[config.mk]
export PLATFORM = sky130hd
export DESIGN_NAME = switch_debouncer
export DESIGN_NICKNAME = d
export VERILOG_FILES = /design/src/rtl/switch_debouncer.sv
export SDC_FILE = /design/constraint.sdc
export NUM_CORES = 1
export LEC_CHECK = 0
export CAP_MARGIN = 30
export CORE_MARGIN = 8
export CORE_UTILIZATION = 30
export DETAILED_ROUTE_END_ITERATION = 10
export PLACE_DENSITY_LB_ADDON = 0.2
export SLEW_MARGIN = 10
export SYNTH_ARGS = -nofsm -noshare
export SYNTH_HDL_FRONTEND = slang
export SYNTH_SLANG_ARGS = --single-unit
[constraint.sdc]
create_clock -name clk -period 2.2 [get_ports clk]
set_input_delay 0.33 -clock clk [delete_from_list [all_inputs] [get_ports clk]]
set_output_delay 0.33 -clock clk [all_outputs]
set_load 0.02 [all_outputs]
[src/rtl/switch_debouncer.sv]
// switch_debouncer: per-channel two-flop synchronizer followed by a
// two-state debounce FSM. A new level must sit at the synchronizer output
// for DB_CYCLES consecutive cycles before db_out follows it. One-cycle
// rise/fall pulses are registered alongside db_out.
module switch_debouncer #(
  parameter int N         = 2,
  parameter int DB_CYCLES = 1000000
) (
  input  logic         clk,
  input  logic         rst_n,
  input  logic [N-1:0] sw_in,
  output logic [N-1:0] db_out,
  output logic [N-1:0] rise,
  output logic [N-1:0] fall
);

  localparam int CW = $clog2(DB_CYCLES);
  localparam logic [CW-1:0] CNT_MAX = CW'(DB_CYCLES - 1);

  typedef enum logic {
    STABLE  = 1'b0,
    PENDING = 1'b1
  } state_e;

  logic [N-1:0]  s1;
  logic [N-1:0]  s2;
  state_e        state_q [N];
  state_e        state_d [N];
  logic [CW-1:0] cnt_q   [N];
  logic [CW-1:0] cnt_d   [N];
  logic [N-1:0]  db_d;
  logic [N-1:0]  rise_d;
  logic [N-1:0]  fall_d;
  logic [N-1:0]  accept;

  // Two-flop synchronizer; only s2 is consumed by the debounce logic.
  always_ff @(posedge clk or negedge rst_n) begin
    if (!rst_n) begin
      s1 <= '0;
      s2 <= '0;
    end else begin
      s1 <= sw_in;
      s2 <= s1;
    end
  end

  // Per-channel FSM state, counter, debounced level and edge pulses.
  always_ff @(posedge clk or negedge rst_n) begin
    if (!rst_n) begin
      for (int i = 0; i < N; i++) begin
        state_q[i] <= STABLE;
        cnt_q[i]   <= '0;
      end
      db_out <= '0;
      rise   <= '0;
      fall   <= '0;
    end else begin
      for (int i = 0; i < N; i++) begin
        state_q[i] <= state_d[i];
        cnt_q[i]   <= cnt_d[i];
      end
      db_out <= db_d;
      rise   <= rise_d;
      fall   <= fall_d;
    end
  end

  // Next-state logic. The state register always mirrors (s2 != db_out) after
  // each edge: the next state is decided from s1 (the next s2) against the
  // next db_out, so a reject or a bounce right after acceptance clears the
  // counter on the very edge where the levels re-align or diverge.
  always_comb begin
    db_d   = db_out;
    rise_d = '0;
    fall_d = '0;
    accept = '0;
    for (int i = 0; i < N; i++) begin
      state_d[i] = STABLE;
      cnt_d[i]   = '0;
    end
    for (int i = 0; i < N; i++) begin
      accept[i] = (state_q[i] == PENDING) && (s2[i] != db_out[i]) &&
                  (cnt_q[i] == CNT_MAX);
      if (accept[i]) begin
        db_d[i]   = s2[i];
        rise_d[i] = s2[i];
        fall_d[i] = ~s2[i];
      end
      if (s1[i] != db_d[i]) begin
        state_d[i] = PENDING;
        if ((state_q[i] == PENDING) && !accept[i]) begin
          cnt_d[i] = cnt_q[i] + CW'(1);
        end
      end
    end
  end

endmodule

==> flow_summary.json, run 1 <==
{
  "status": "complete, but fails checks",
  "violated_checks": "hold timing",
  "finClkSkew_ns": 0.00597,
  "yosys_register_bits": 52,
  "grt_first_pass_wirelength_um": 9360,
  "worstSetupStartpoint": "cnt_q[10]",
  "ys_warn_count": 0,
  "io_buffer_count": 9,
  "floorplan_die_area_sq_um": 11600,
  "setup-violations-final": 0,
  "initial_core_utilization_pct": 30.8,
  "cts_num_sinks": 52,
  "synth_nets": 259,
  "overall_die_height_um": 108,
  "timing_worst_setup_path_type": "reg -> reg",
  "synthesis.instances": 253,
  "ctsHtreeMaxLevel": 2,
  "worst_ep_arrival_time_ns": 2.35,
  "synth_largest_area_cell": "sky130_fd_sc_hd__dfrtp_1",
  "grt_overflow_total": 0,
  "drive_above_1_share_pct": 16.7,
  "seq_power_share_pct": 56.7,
  "detailed_place.area_sq_um": 2930,
  "final_cell_area_sq_um": 3060,
  "finalWirelength_um": 5340,
  "post-route-min-period_ns": 2.10,
  "insertedDiodeCount": 0,
  "tritoncts": "done",
  "die_w_um": 108,
  "worstMarginPinSlew_ns": 0.537,
  "cts-buffers-inserted": 5,
  "slew_violations": 0,
  "detailedRoute.firstIterationViolations": 41,
  "p_comb_share_pct": 3.7,
  "post_synth.cell_area_avg_sq_um": 9.95,
  "hold_path.class": "in -> async",
  "synth-seq-area-share_pct": 51.7,
  "finalWeightedCongestion": 0.773,
  "mostFrequentLayoutCell": "sky130_fd_sc_hd__dfrtp_1",
  "rsz0062_at_grt": "false",
  "post_dp_hpwl_um": 3850,
  "drt_pass1_iterations": 4,
  "final.hold.worst_slack_ns": -0.0115,
  "cap_violations": 0,
  "drt_drc_violations_left": 0,
  "detail_route.wl_per_cell_um": 13.4,
  "rr_endpoint": "state_q[0]",
  "clk_transition_reported_paths_ns": 0.10,
  "critical_path.reg2reg.startpoint": "cnt_q[10]",
  "r2r_slack_ns": 0.1,
  "grt_start_max_net_pins": 22,
  "clk_path_buf_depth": 2,
  "totalPowerFinal_mw": 1.71,
  "synth.top_cell.area_share_pct": 51.7,
  "vdd_drop_max_mv": 0.246,
  "syn2layout_area_growth_pct": 21.6,
  "first_global_vias": 1959,
  "nNetsFinal": 299,
  "postLayoutCoreUtil_pct": 37.4,
  "power.density_cell_area_nw_per_um2": 560,
  "antenna_found_initial": 0,
  "post_cts.repair.setup_buffers": 0,
  "final-instance-count-excl-fill": 399,
  "part_of_the_cycle_the_worst_path_needs_pct": 95.7,
  "ctsHoldBuffers": 0,
  "hold_viol_final": 11,
  "maxClockFrequency_mhz": 475,
  "critical_path.endpoint_type": "register",
  "ioPinCount": 10,
  "worst_slew_margin_rel_pct": 64.2,
  "synth.area.top_cells": "sky130_fd_sc_hd__dfrtp_1 (52%), sky130_fd_sc_hd__xnor2_1 (7.0%), sky130_fd_sc_hd__nor2_1 (5.4%), sky130_fd_sc_hd__or4_1 (3.3%), sky130_fd_sc_hd__nand3_1 (3.2%)",
  "clock_insertion_delay_worst_skew_ns": 0.30,
  "switchingPower_mw": 0.385,
  "endpoint_required_time_on_the_critical_path_ns": 2.45,
  "syn_area_sq_um": 2520,
  "p_leak_nw": 1.18,
  "worstSetupStartpointType": "register",
  "grt.total_usage_pct": 9.90,
  "crit_path_max_fanout": 7,
  "reg2reg_depth": 4,
  "switching_share_pct": 22.5,
  "cell_rows": 33,
  "final_antenna_net_count": 0,
  "core_region_area_sq_um": 8180,
  "clockPowerShare_pct": 39.6,
  "final_cell_mix": "sky130_fd_sc_hd__dfrtp_1 (52), sky130_fd_sc_hd__nor2_1 (36), sky130_fd_sc_hd__buf_4 (30), sky130_fd_sc_hd__xnor2_1 (20), sky130_fd_sc_hd__nand3_1 (16)",
  "cts_root_buffer": "sky130_fd_sc_hd__clkbuf_8",
  "detailroute.via_count": 1926,
  "placed_cells": 390,
  "fin_tns_setup_ns": 0,
  "detail_route.vias_per_cell": 4.83,
  "post_synth_num_cell_types": 34,
  "p_int_mw": 1.33
}
==> worst max-delay path, cell delays in order, from the launching register on <==
cell	delay [ns]
sky130_fd_sc_hd__dfrtp_1	0.39
sky130_fd_sc_hd__or4b_1	0.51
sky130_fd_sc_hd__or4_4	0.54
sky130_fd_sc_hd__or4b_1	0.52
sky130_fd_sc_hd__nand3_1	0.09
==> Yosys cell counts <==
cell,number
sky130_fd_sc_hd__dfrtp_1,52
sky130_fd_sc_hd__nor2_1,36
sky130_fd_sc_hd__xnor2_1,20
sky130_fd_sc_hd__nand3_1,16
sky130_fd_sc_hd__nand2_1,13
sky130_fd_sc_hd__inv_1,11
sky130_fd_sc_hd__or4_1,11
sky130_fd_sc_hd__a21oi_1,10
sky130_fd_sc_hd__nor4_1,9
sky130_fd_sc_hd__nand4_1,8
sky130_fd_sc_hd__xor2_1,8
sky130_fd_sc_hd__o31ai_1,7
sky130_fd_sc_hd__or3_1,7
sky130_fd_sc_hd__buf_2,5
sky130_fd_sc_hd__nor3_1,5
sky130_fd_sc_hd__nor2b_1,4
sky130_fd_sc_hd__or4b_1,4
sky130_fd_sc_hd__o21ai_0,3
sky130_fd_sc_hd__or2_2,3
sky130_fd_sc_hd__and3_1,2
sky130_fd_sc_hd__clkbuf_1,2
sky130_fd_sc_hd__ha_1,2
sky130_fd_sc_hd__nor4b_1,2
sky130_fd_sc_hd__o22ai_1,2
sky130_fd_sc_hd__or4bb_1,2
sky130_fd_sc_hd__and2_1,1
sky130_fd_sc_hd__and4_2,1
sky130_fd_sc_hd__and4bb_2,1
sky130_fd_sc_hd__mux2_2,1
sky130_fd_sc_hd__nor4bb_1,1
sky130_fd_sc_hd__o211ai_1,1
sky130_fd_sc_hd__o21a_1,1
sky130_fd_sc_hd__o221ai_1,1
sky130_fd_sc_hd__or3b_1,1
==> worst max path at each step <==
| stage | end | slack (ns) |
|---|---|---|
| after detailed placement | cnt_q[29] | 0.009 |
| after floorplan | state_q[0] | 0.07 |
| after CTS | state_q[0] | 0.08 |
| after global placement | cnt_q[14] | 0.05 |
| after global routing | cnt_q[38] | 0.004 |
| final | state_q[0] | 0.1 |
==> final cells by class <==
type                    count  area (sq um)
clock buffers               5          68.8
fillers                   838          5120
inverters                  11          41.3
well taps                 105           131
repair buffers             40           315
flip-flops and latches     52          1300
clock inverters             3          46.3
multi-input cells         183          1150
==> power by group through the flow <==
stage | logic [mW] | clock network [mW] | registers, mW
finish | 0.0632 | 0.679 | 0.973
detailed placement | 0.0646 | 0 | 0.991
global placement | 0.0635 | 0 | 0.991
floorplan | 0.0226 | 0 | 0.990
global route | 0.0737 | 0.738 | 0.975
CTS | 0.0664 | 0.713 | 0.973
==> registers in the layout, indices dropped and copies added (netlist names) <==
signal,flops
state_q,2
rise,2
db_out,2
fall,2
s1,2
s2,2
cnt_q,40
==> routing by layer <==
layer	wire [um]	part of all wire [%]	global-route usage (%)
met5	0	0	0
met4	37	0.69	2.38
met3	126	2.4	2.16
met2	2260	42	14.7
met1	2920	55	14.2
==> metrics by stage <==
stage / hold slack, ns / setup slack, ns
2_1_floorplan: 0.0344 / 0.0661
3_3_place_gp: 0.341 / 0.0546
3_5_place_dp: 0.351 / 0.00896
4_1_cts: 0.00453 / 0.0837
5_1_grt: 0.0127 / 0.00411
6_report: -0.0115 / 0.0952
==> cells by family after synthesis <==
kind of cell	Yosys count	synth area share [%]
and+or+nand+nor	127	28.0
DFF	52	51.7
xor gates and xnor gates	28	9.75
AOI/OAI and AO/OA	25	6.12
muxes	1	0.448
adders and majority gates	2	0.994
buffers and inverters	18	2.93
==> what timing repair did <==
action	4_1_cts	5_1_grt
setup endpoints to repair	11	0
resized for setup	4	0
endpoints found under the hold margin	0	0
Power figures use the tool's default switching activity.
==> inputs of run 2 (changes only) <==
GPL_TIMING_DRIVEN = 1   (was not set)
SLEW_MARGIN = 40   (was 10)
==> results of run 2 <==
Final layout, timing and power as in run 1 (identical DEF).
